## src/rtl/dpu_pkg.sv

```systemverilog
// Shared DPU definitions: data width, ALU opcode map and condition-code bit positions.
package dpu_pkg;

    localparam int DW = 8;

    typedef enum logic [3:0] {
        OP_NOP  = 4'd0,
        OP_ADD  = 4'd1,
        OP_SUB  = 4'd2,
        OP_AND  = 4'd3,
        OP_OR   = 4'd4,
        OP_XOR  = 4'd5,
        OP_NOT  = 4'd6,
        OP_MOVA = 4'd7,
        OP_LOAD = 4'd8,
        OP_INC  = 4'd9,
        OP_DEC  = 4'd10,
        OP_SHL  = 4'd11,
        OP_SHR  = 4'd12,
        OP_CMP  = 4'd13,
        OP_NEG  = 4'd14,
        OP_MOVB = 4'd15
    } op_t;

    localparam int CC_N = 3;
    localparam int CC_Z = 2;
    localparam int CC_V = 1;
    localparam int CC_C = 0;

endpackage

```

## src/rtl/alu_comb.sv

```systemverilog
// Combinational ALU core: next result, next NZVC flags and the load/write qualifiers.
module alu_comb
    import dpu_pkg::*;
(
    input  logic [DW-1:0] a,
    input  logic [DW-1:0] b,
    input  logic [3:0]    n,
    output logic [DW-1:0] r,
    output logic [3:0]    cc,
    output logic          tr_load,
    output logic          cc_load,
    output logic          write_qual
);

    op_t           op;
    logic [DW-1:0] add_y;
    logic [DW-1:0] sub_x;
    logic [DW-1:0] sub_y;
    logic [DW:0]   sum;
    logic [DW:0]   diff;
    logic          v;
    logic          c;

    assign op = op_t'(n);

    // One shared adder (ADD/INC) and one shared subtractor (SUB/CMP/DEC/NEG).
    always_comb begin
        add_y = (op == OP_INC) ? DW'(1) : b;
        sub_x = (op == OP_NEG) ? '0 : a;
        if (op == OP_DEC)      sub_y = DW'(1);
        else if (op == OP_NEG) sub_y = a;
        else                   sub_y = b;
    end

    assign sum  = {1'b0, a} + {1'b0, add_y};
    assign diff = {1'b0, sub_x} - {1'b0, sub_y};

    always_comb begin
        r = '0;
        v = 1'b0;
        c = 1'b0;
        case (op)
            OP_ADD, OP_INC: begin
                r = sum[DW-1:0];
                c = sum[DW];
                v = (a[DW-1] == add_y[DW-1]) && (r[DW-1] != a[DW-1]);
            end
            OP_SUB, OP_CMP, OP_DEC, OP_NEG: begin
                r = diff[DW-1:0];
                c = diff[DW];
                v = (sub_x[DW-1] != sub_y[DW-1]) && (r[DW-1] != sub_x[DW-1]);
            end
            OP_AND:  r = a & b;
            OP_OR:   r = a | b;
            OP_XOR:  r = a ^ b;
            OP_NOT:  r = ~a;
            OP_MOVA: r = a;
            OP_MOVB: r = b;
            OP_SHL: begin
                r = {a[DW-2:0], 1'b0};
                c = a[DW-1];
            end
            OP_SHR: begin
                r = {1'b0, a[DW-1:1]};
                c = a[0];
            end
            default: begin
                r = '0;
            end
        endcase
    end

    always_comb begin
        cc       = '0;
        cc[CC_N] = r[DW-1];
        cc[CC_Z] = (r == '0);
        cc[CC_V] = v;
        cc[CC_C] = c;
    end

    // CMP touches flags only; NOP and the memory-load opcode leave the ALU idle.
    assign cc_load    = (op != OP_NOP) && (op != OP_LOAD);
    assign tr_load    = cc_load && (op != OP_CMP);
    assign write_qual = tr_load;

endmodule

```

## src/rtl/alu.sv

```systemverilog
// Registered 8-bit DPU ALU: output registers around alu_comb with asynchronous active-low reset.
module alu
    import dpu_pkg::*;
(
    input  logic          clk,
    input  logic          rst_n,
    input  logic [DW-1:0] a,
    input  logic [DW-1:0] b,
    input  logic [3:0]    n,
    output logic [3:0]    cc,
    output logic [DW-1:0] tr,
    output logic          write_enable
);

    logic [DW-1:0] r_next;
    logic [3:0]    cc_next;
    logic          tr_load;
    logic          cc_load;
    logic          write_qual;

    logic [DW-1:0] tr_reg;
    logic [3:0]    cc_reg;
    logic          we_reg;

    alu_comb u_comb (
        .a          (a),
        .b          (b),
        .n          (n),
        .r          (r_next),
        .cc         (cc_next),
        .tr_load    (tr_load),
        .cc_load    (cc_load),
        .write_qual (write_qual)
    );

    always_ff @(posedge clk or negedge rst_n) begin
        if (!rst_n) begin
            tr_reg <= '0;
            cc_reg <= '0;
            we_reg <= 1'b0;
        end else begin
            we_reg <= write_qual;
            if (tr_load) tr_reg <= r_next;
            if (cc_load) cc_reg <= cc_next;
        end
    end

    assign tr           = tr_reg;
    assign cc           = cc_reg;
    assign write_enable = we_reg;

endmodule

```

## config.mk

```make
export PLATFORM = sky130hd
export DESIGN_NAME = alu
export DESIGN_NICKNAME = d
export VERILOG_FILES = /design/src/rtl/dpu_pkg.sv /design/src/rtl/alu_comb.sv /design/src/rtl/alu.sv
export SDC_FILE = /design/constraint.sdc
export NUM_CORES = 1
export LEC_CHECK = 0
export CORE_MARGIN = 2
export CORE_UTILIZATION = 44
export DETAILED_ROUTE_END_ITERATION = 8
export PLACE_DENSITY = 0.67
export SLEW_MARGIN = 20
export SYNTH_ARGS = -nofsm -noshare
export SYNTH_HDL_FRONTEND = slang
export SYNTH_SLANG_ARGS = --single-unit
```

## constraint.sdc

```tcl
create_clock -name clk -period 1.05 [get_ports clk]
set_input_delay 0.21 -clock clk [delete_from_list [all_inputs] [get_ports clk]]
set_output_delay 0.21 -clock clk [all_outputs]
set_load 0.03 [all_outputs]
```

After elaboration in Yosys (flattened, before gate mapping)
Cells that the tools add are included.
{ "totals": {"reg_bits": 13, "in_bits": 22, "out_inout_bits": 13, "word_cells": 44} }
{ "classes": {"addsub": 2, "n_eq_ne": 20, "n_mux": 7, "bitwise_logic": 4, "n_reduce_logical": 8} }
{ "op_table": {"columns": ["cell", "n"], "rows": [
  ["one-hot mux 8 bit (10 select lines)", 1],
  ["2-to-1 mux 8 bit", 4],
  ["== test 4 bit, second input constant", 7],
  ["== test 4 x 3 -> 1 bit, second input constant", 4],
  ["adder 8 x 8 -> 9 bit", 1],
  ["subtractor 8 x 8 -> 9 bit", 1],
  ["AND 8 bit", 1],
  ["== test 4 x 2 -> 1 bit, second input constant", 2],
  ["zero test 8 bit", 1],
  ["inequality test 4 bit, second input constant", 2],
  ["NOT 8 bit", 1],
  ["bitwise OR 8 bit", 1],
  ["bitwise XOR 8 bit", 1],
  ["== test 4 x 1 -> 1 bit, second input constant", 1],
  ["logical AND 1 bit", 4],
  ["one-hot mux 1 bit (4 select lines)", 1],
  ["nonzero test 4 bit", 1],
  ["OR reduction 4 bit", 1],
  ["inequality test 1 bit", 3],
  ["one-hot mux 1 bit (2 select lines)", 1],
  ["OR reduction 2 bit", 1],
  ["== test 1 bit", 1]
]} }

Depth between registers and ports, before layout
Gate-level depths: netlist of run 1.
{ "logic_depth": {"ltp_word": 7, "depth_mapped": 15, "mapped_depth_nobuf": 14} }

Hierarchy
Synthesis of run 1 repeated with hierarchy kept, for this count alone.
{ "hier_totals": {"hier_cells": 323, "hier_area_um2": 2513.7} }
{ "by_module_without_submodules": {"columns": ["module", "instances", "cells_per_inst", "area_each_um2", "seq_area_each_um2"], "rows": [
  ["alu_comb", 1, 297, 2011.9, 0.0],
  ["alu", 1, 26, 501.7, 325.3]
]} }

Least setup slack after synthesis of run 1
No wires, ideal clock.
{ "synth_timing": {"path_type": "input to register", "from": "input port n[0]", "to": "register cc_reg[2], in the netlist cc[2]", "setup_time_ps": 80, "arrival_time_ps": 3237, "required_time_ps": 970, "path_slack_ps": -2267, "path_stages": 15, "n_path_buf": 2, "cell_sequence": "buf_6 -> buf_2 -> nand2b_1 -> nor3_1 -> a211o_1 -> ha_1 -> inv_1 -> fa_1 -> a21o_1 -> a211oi_1 -> nor3_2 -> nor4_2 -> o2111ai_1 -> o41ai_1 -> nor3b_2"} }
{ "synth_between": {"elab_chain_len": 6, "elab_cells_between_ends": 27, "cone_classes": "add/sub (2); eq/ne (15); mux (5); reduce/logical (5)"} }
{ "synth_lines": {"columns": ["item", "line", "text"], "rows": [
  ["from (decl)", "alu.sv:9", "input logic [3:0] n,"],
  ["== test 4 bit", "alu_comb.sv:29, alu_comb.sv:31, alu_comb.sv:42", null],
  ["2-to-1 mux 8 bit", "alu_comb.sv:31", "else if (op == OP_NEG) sub_y = a;"],
  ["2-to-1 mux 8 bit", "alu_comb.sv:30", "if (op == OP_DEC) sub_y = DW'(1);"],
  ["subtractor 8 x 8 -> 9 bit", "alu_comb.sv:36", "assign diff = {1'b0, sub_x} - {1'b0, sub_y};"],
  ["one-hot mux 8 bit (10 select lines)", "alu_comb.sv:42", "case (op)"],
  ["zero test 8 bit", "alu_comb.sv:76", "cc[CC_Z] = (r == '0);"],
  ["to (signal assigned)", "alu.sv:44", "if (cc_load) cc_reg <= cc_next;"],
  ["to (decl)", "alu.sv:22", "logic [3:0] cc_reg;"]
]} }
Several ways; a longest one is shown, not always the timed one.
A chain may end at the register's enable or synchronous reset.

Worst setup path in the final report of run 1
Ends and elaborated chain as after synthesis.

==> results.md, run 1 <==
* Pleak at 2.02 nW
* Share of flip-flops with an asynchronous set or reset at 100%
* Warnings, synthesis at 0
* RSZ-0062 raised after global routing: true
* Seq pwr share at 18.1%
* Dpl cell area at 0.00369 mm2
* Switching power at 0.00146 W
* Diodes inserted at 0
* Row cnt at 27
* Post-route cell area at 0.00423 mm2
* Most frequent cells in the layout: 126 x buf_4, 39 x nand2_1, 26 x nor2_1, 26 x ha_1, 19 x inv_1
* Post-route ant nets at 0
* Top FF cell, synth: dfrtp_1
* Tmin final at 2.53 ns
* Initial antenna violation count at 0
* CP Launch Point: n[0]
* Critical path's most frequent cell: a211o_1
* Syn Inst Count at 331
* Cell variety after synth at 61
* Mapped cell area at 0.00247 mm2
* Clock power frac at 12.8%
* Area grow syn2layout at 71.2%
* Hpwl dp at 7150 um
* Wirelength per Cell at 17.8 um
* DR iter-0 viols at 240
* Biggest cell delay along the critical path at 0.35 ns
* Post-synthesis sequential area ratio at 13.2%
* Outcome: finished, violations left
* Slack of the critical path at -1.48 ns
* Final total power at 0.00349 W
* CTS Sinks at 13
* Initial Utilization at 45.1%
* Worst reg2reg startpoint: cc[0]
* Power per Cell Area at 827 mW/mm2
* Worst slew margin at 72.9%
* Number of flops mapped to enable cells by yosys at 0
* Critical path type: primary input to flop
* Final nets at 539
* Setup violations, final at 14
* CP top delay family: compound AO/OA/AOI/OAI gates
* Die X at 78.9 um
* Final period utilization at 241%
* Max FFs per register at 8
* CP max-delay cell: fa_2
* Worst slew pin tran at 0.407 ns
* Share of cells above drive strength 1 at 45.1%
* Final Wtd Congestion at 0.950
* Die Y at 78.9 um
* Max IR drop VDD at 820 uV
* Die area at 0.00623 mm2
* CP cell instances: buf_12 -> nor2b_4 -> nand3_4 -> nor2_2 -> a211o_1 -> ha_2 -> inv_2 -> fa_2 -> a211oi_2 -> o21bai_1 -> a21oi_2 -> xor2_1 -> o221ai_2 -> a211o_1 -> nor3b_2
* Syn nets at 388
* Tot GR Track Use at 31.8%
* Failing checks: setup timing
* Clock Skew at 0 ns
* Hold crit path type: primary input to async pin
* Maximum Capacitance Violations at 0
* Worst EP required at 1.21 ns
* CP max FO at 6
* WL final at 9840 um
* Number of H-tree levels at 1
* CP Capture Type: flop
* Largest net degree at the start of global routing at 32
* Vias in the first global route at 3,182
* Max Clock Freq at 395 MHz
* CTS Buf Count at 3
* Drc violations at 0
* Via-per-instance ratio at 5.87
* CTS tree: done
* Drt first pass iters at 5
* Max Slew Vio Count at 0
* Final Hold Fails at 0
* Internal at 0.00204 W
* Hold buffer count at cts at 0
* Worst-Skew Late Latency at 0.24 ns
* Final hold slack at 0.273 ns
* Yosys reg bits at 13
* Commonest non-fill, non-tap cell in the layout: buf_4
* Core ar. at 0.00547 mm2
* Critical Path Source Type: primary input
* Logic pwr share at 69.1%
* Vias at 3,247
* Mean Syn Cell Area at 7.46 um2
* WP data arrival at 2.69 ns
* Root buf cell: clkbuf_8
* Clk buf depth at 2
* Num ports at 35
* Clock-pin slew on the worst setup and hold paths at 0.06 ns
* First-pass GRT wire length at 15,600 um
* Buf+Inv Stages, Crit Path at 2
* GRT Residual Overflow at 0
* Port buffer count at 34
* Sw frac at 41.7%
kinds of logic (layout without fill, tap and decap cells):
logic type               Yosys count  after routing  share of synthesized area (%)
AO/OA/AOI/OAI                    102            102                           28.8
XOR/XNOR                          10             10                           3.55
adder cells (fa/ha/maj)           35             35                           18.3
buffers and inverters             37            187                           6.89
flip-flops                        13             13                           13.2
multiplexers                       9              9                           4.36
AND/OR/NAND/NOR                  125            125                           24.9
worst paths after layout:
path,end,slack [ns],cells after the start
max in group asynchronous,cc[3],0.61,2
setup / recovery,cc[2],-1.48,15
setup reg to reg,cc[0],-0.02,4
min in group clk,cc[3],0.48,1
hold / removal,write_enable,0.27,2
hold reg to reg,cc[3],0.48,1
what timing repair did:
| item | 4_1_cts | 5_1_grt |
|---|---|---|
| pin swaps | 47 | 24 |
| endpoints found under the setup margin | 14 | 14 |
| buffers inserted | 14 | 2 |
| gates resized for setup | 96 | 21 |
layer usage:
layer / vias up / GRT usage (%) / wire [um]
li1: 1500 / - / -
met1: 1516 / 40.0 / 3950
met2: 178 / 55.8 / 4790
met3: 53 / 4.66 / 642
met4: 0 / 10.3 / 459
met5: - / 0 / 0
cell usage after synthesis (3+ instances only):
| library cell | n | area share [%] |
|---|---|---|
| nor3b_1 | 3 | 0.91 |
| o221ai_1 | 4 | 1.4 |
| buf_6 | 3 | 1.4 |
| nand2b_1 | 8 | 2.0 |
| a211o_1 | 3 | 1.1 |
| mux2_2 | 4 | 1.8 |
| a22oi_1 | 4 | 1.2 |
| a21oi_1 | 19 | 3.9 |
| nor3_1 | 8 | 1.6 |
| nor2b_1 | 10 | 2.5 |
| ha_1 | 33 | 17 |
| inv_1 | 23 | 3.5 |
| clkbuf_1 | 4 | 0.61 |
| o21ai_0 | 21 | 4.3 |
| o21a_1 | 3 | 0.91 |
| nor2_1 | 31 | 4.7 |
| dfrtp_1 | 13 | 13 |
| nand2_1 | 40 | 6.1 |
| a21o_1 | 12 | 3.6 |
| a31oi_1 | 5 | 1.3 |
| mux2i_1 | 4 | 1.6 |
| nand3_1 | 11 | 2.2 |
| buf_2 | 4 | 0.81 |
| xnor2_1 | 8 | 2.8 |
| a211oi_1 | 7 | 2.1 |
power groups by stage:
| stage | Sequential [W] | Combinational (W) | Clock [W] |
|---|---|---|---|
| after floorplan | 0.000802 | 0.000937 | 0 |
| after global placement | 0.000634 | 0.00199 | 0 |
| after detailed placement | 0.000638 | 0.00202 | 0 |
| after CTS | 0.000631 | 0.00227 | 0.000448 |
| after global routing | 0.000640 | 0.00257 | 0.000476 |
| final | 0.000634 | 0.00241 | 0.000447 |
stage by stage:
stage | util [%] | TNS [ns] | std cells | setup slack, ns
2_1_floorplan | - | -16.96 | 331 | -1.83
3_3_place_gp | 67.4 | -24.42 | 535 | -2.23
3_5_place_dp | 67.4 | -25.07 | 535 | -2.31
4_1_cts | 74.9 | -14.73 | 551 | -1.50
5_1_grt | 77.2 | -16.30 | 553 | -1.61
6_report | 77.2 | -15.02 | 553 | -1.48
layout make-up:
class,count,area [um2]
inverters,24,92.6
clock inverters,1,5.00
clock buffers,3,41.3
fillers,405,1250
flip-flops and latches,13,325
well taps,72,90.1
multi-input cells,281,2370
repair buffers,159,1300
No activity file was read; power rests on OpenSTA's default activity.
==> inputs of run 2 (changes only) <==
--- a/config.mk
+++ b/config.mk
@@ -5,7 +5,6 @@
 export SDC_FILE = /design/constraint.sdc
 export NUM_CORES = 1
 export LEC_CHECK = 0
-export CORE_MARGIN = 2
 export CORE_UTILIZATION = 44
 export DETAILED_ROUTE_END_ITERATION = 8
 export PLACE_DENSITY = 0.67
@@ -13,3 +12,4 @@
 export SYNTH_ARGS = -nofsm -noshare
 export SYNTH_HDL_FRONTEND = slang
 export SYNTH_SLANG_ARGS = --single-unit
+export TNS_END_PERCENT = 100
==> run 2 against run 1 <==
  * The flow still finishes with violations (setup timing)
  * Sequential power barely moved
  * Worst setup slack worse by 0.27 ns
  * First-iteration DRC count increased by 100%
  * Routed wire length rose by 13%
  * Combinational power rose by 4%
  * Worst hold slack better by 0.0033 ns
  * Count of clock-buffer cells in the layout rose by 1
  * Critical path type unchanged
  * Critical endpoint unchanged
  * Largest cell class unchanged
==> results.md, run 2 (synthesized netlist as in run 1, its figures left out) <==
* CP Launch Point: n[0]
* Max FFs per register at 8 (unchanged)
* Max Clock Freq at 357 MHz (-9.8%)
* Biggest cell delay along the critical path at 0.39 ns (+0.04 ns)
* Tot GR Track Use at 35.5% (+3.7 points)
* Drt first pass iters at 6 (+1)
* CTS Sinks at 13 (unchanged)
* Worst r2r path cells at 4 (unchanged)
* Final period utilization at 267% (+26 points)
* CP max FO at 4 (-2)
* Clock-pin slew on the worst setup and hold paths at 0.06 ns (about the same)
* Dpl cells at 535 (unchanged)
* Die X at 76.9 um (-2.5%)
* CP top delay family: compound AO/OA/AOI/OAI gates
* Diodes inserted at 0 (unchanged)
* DR iter-0 viols at 483 (+100%)
* Worst slew margin at 66.0% (-6.8 points)
* Pleak at 2.08 nW (+2.8%)
* Num ports at 35 (unchanged)
* Final Wtd Congestion at 0.910 (-4.2%)
* Failing checks: setup timing
* Most frequent cells in the layout: 132 x buf_4, 36 x nand2_1, 26 x nor2_1, 25 x ha_1, 19 x inv_1
* Outcome: finished, violations left
* Vias in the first global route at 3,365 (+5.8%)
* Worst slew pin tran at 0.508 ns (+0.101 ns)
* Clock Skew at 0 ns (unchanged)
* Finished Layout Cells at 563 (+1.8%)
* Max IR drop VDD at 700 uV (-15%)
* Critical path type: primary input to flop
* Number of H-tree levels at 1 (unchanged)
* CTS Buf Count at 3 (unchanged)
* Setup TNS at -17.54 ns (-2.52 ns)
* Clk buf depth at 2 (unchanged)
* Tmin final at 2.80 ns (+0.274 ns)
* CP Capture Type: flop
* Worst reg2reg startpoint: cc[0]
* Initial Utilization at 46.8% (+1.7 points)
* Worst-Skew Late Latency at 0.25 ns (about the same)
* Power per Cell Area at 838 mW/mm2 (+1.3%)
* WP data arrival at 2.98 ns (+0.29 ns)
* Drc violations at 0 (unchanged)
* Hold crit path type: primary input to async pin
* RSZ-0062 raised after global routing: true
* Post-route ant nets at 0 (unchanged)
* Max Slew Vio Count at 0 (unchanged)
* WL final at 11,100 um (+13%)
* Area grow syn2layout at 73.9%
* Initial antenna violation count at 0 (unchanged)
* CP max-delay cell: fa_2
* Critical path depth at 15 (unchanged)
* Final total power at 0.00360 W (+2.9%)
* Via-per-instance ratio at 6.17 (+5.1%)
* GRT Residual Overflow at 0 (unchanged)
* Hpwl dp at 6940 um (-2.9%)
* Setup violations, final at 13 (-1)
* Share of cells above drive strength 1 at 46.7% (+1.5 points)
* Port buffer count at 34 (unchanged)
* Slack of the critical path at -1.75 ns (-0.274 ns)
* First-pass GRT wire length at 16,400 um (+5.6%)
* CTS tree: done
* Critical Path Source Type: primary input
* Worst EP required at 1.23 ns (+0.02 ns)
* Commonest non-fill, non-tap cell in the layout: buf_4
* Die area at 0.00591 mm2 (-5.0%)
* CP cell instances: buf_8 -> buf_6 -> nand2b_4 -> buf_12 -> nor2_4 -> nand2_1 -> a21o_1 -> fa_2 -> a21o_1 -> a211oi_2 -> nor3_2 -> nor4_2 -> o2111ai_1 -> o41ai_1 -> nor3b_2
* Critical Path End: cc[2]
* Largest net degree at the start of global routing at 26 (-19%)
* Reg2reg setup slack at -0.10 ns (-0.08 ns)
* Final nets at 551 (+2.2%)
* Maximum Capacitance Violations at 0 (unchanged)
* Vias at 3,474 (+7.0%)
* Hold buffer count at cts at 0 (unchanged)
* Root buf cell: clkbuf_8
* Critical path's most frequent cell: a21o_1
* Die Y at 76.9 um (-2.5%)
* Wirelength per Cell at 19.8 um (+11%)
* Final Hold Fails at 0 (unchanged)
* R2R Path End: cc[0]
* Buf+Inv Stages, Crit Path at 3 (+1)
* Row cnt at 26 (-3.7%)
* Core ar. at 0.00527 mm2 (-3.7%)
run 2: cell count changes in the layout (fill, tap and decap cells not counted), moves of 3 or more:
cell	previous run	this run
nand2_1	39	36
nand2_2	0	3
buf_4	126	132
buf_2	0	3
nor2_4	4	1
nor2_2	1	4
run 2: layer usage:
metal	global-route usage [%]	wire length [um]	part of all wire, %	vias to the layer above
met3	5.12	816	7.3	64
met5	0	0	0	-
li1	-	-	-	1526
met1	43.0	4300	39	1648
met2	61.5	5400	48	236
met4	16.0	623	5.6	0
run 2: stage by stage:
stage	utilization (%)	worst slack (ns)	hold slack (ns)	area, um2
6_report	81.5	-1.75	0.277	4290
5_1_grt	81.5	-1.83	0.289	4290
4_1_cts	78.6	-1.76	0.284	4140
3_5_place_dp	70.4	-2.25	0.481	3710
3_3_place_gp	70.4	-2.20	0.467	3710
2_1_floorplan	-	-1.83	-0.0856	2570
run 2: area by class of cell:
type / instances / area, um2
Fill cell: 322 / 976
Sequential cell: 13 / 325
Clock buffer: 4 / 45.0
Multi-Input combinational cell: 281 / 2340
Inverter: 24 / 90.1
Tap cell: 70 / 87.6
Timing Repair Buffer: 171 / 1410
run 2: timing repair:
| action | in CTS | in global routing |
|---|---|---|
| setup buffers | 22 | 7 |
| gates cloned | 1 | 0 |
| endpoints found under the setup margin | 13 | 13 |
| pin swaps | 29 | 19 |
| gates resized for setup | 72 | 30 |
run 2: worst min path at each step:
stage,slack (ns),endpoint,cells past startpoint
final,0.28,tr[3],2
after global routing,0.29,write_enable,2
after CTS,0.28,tr[3],2
after detailed placement,0.48,cc[1],1
after global placement,0.47,cc[3],1
after floorplan,-0.09,cc[0],0
run 2: report_power, final:
part           internal (W)  switching (W)  leakage (nW)
Clock              0.000269       0.000194        0.0228
Combinational       0.00121        0.00129          1.90
Sequential         0.000585      0.0000492         0.159
==> inputs of run 3 (changes only) <==
--- a/config.mk
+++ b/config.mk
@@ -5,6 +5,7 @@
 export SDC_FILE = /design/constraint.sdc
 export NUM_CORES = 1
 export LEC_CHECK = 0
+export CAP_MARGIN = 15
 export CORE_UTILIZATION = 44
 export DETAILED_ROUTE_END_ITERATION = 8
 export PLACE_DENSITY = 0.67
==> results of run 3 <==
No change in the layout: final DEF, timing and power equal those of run 2.
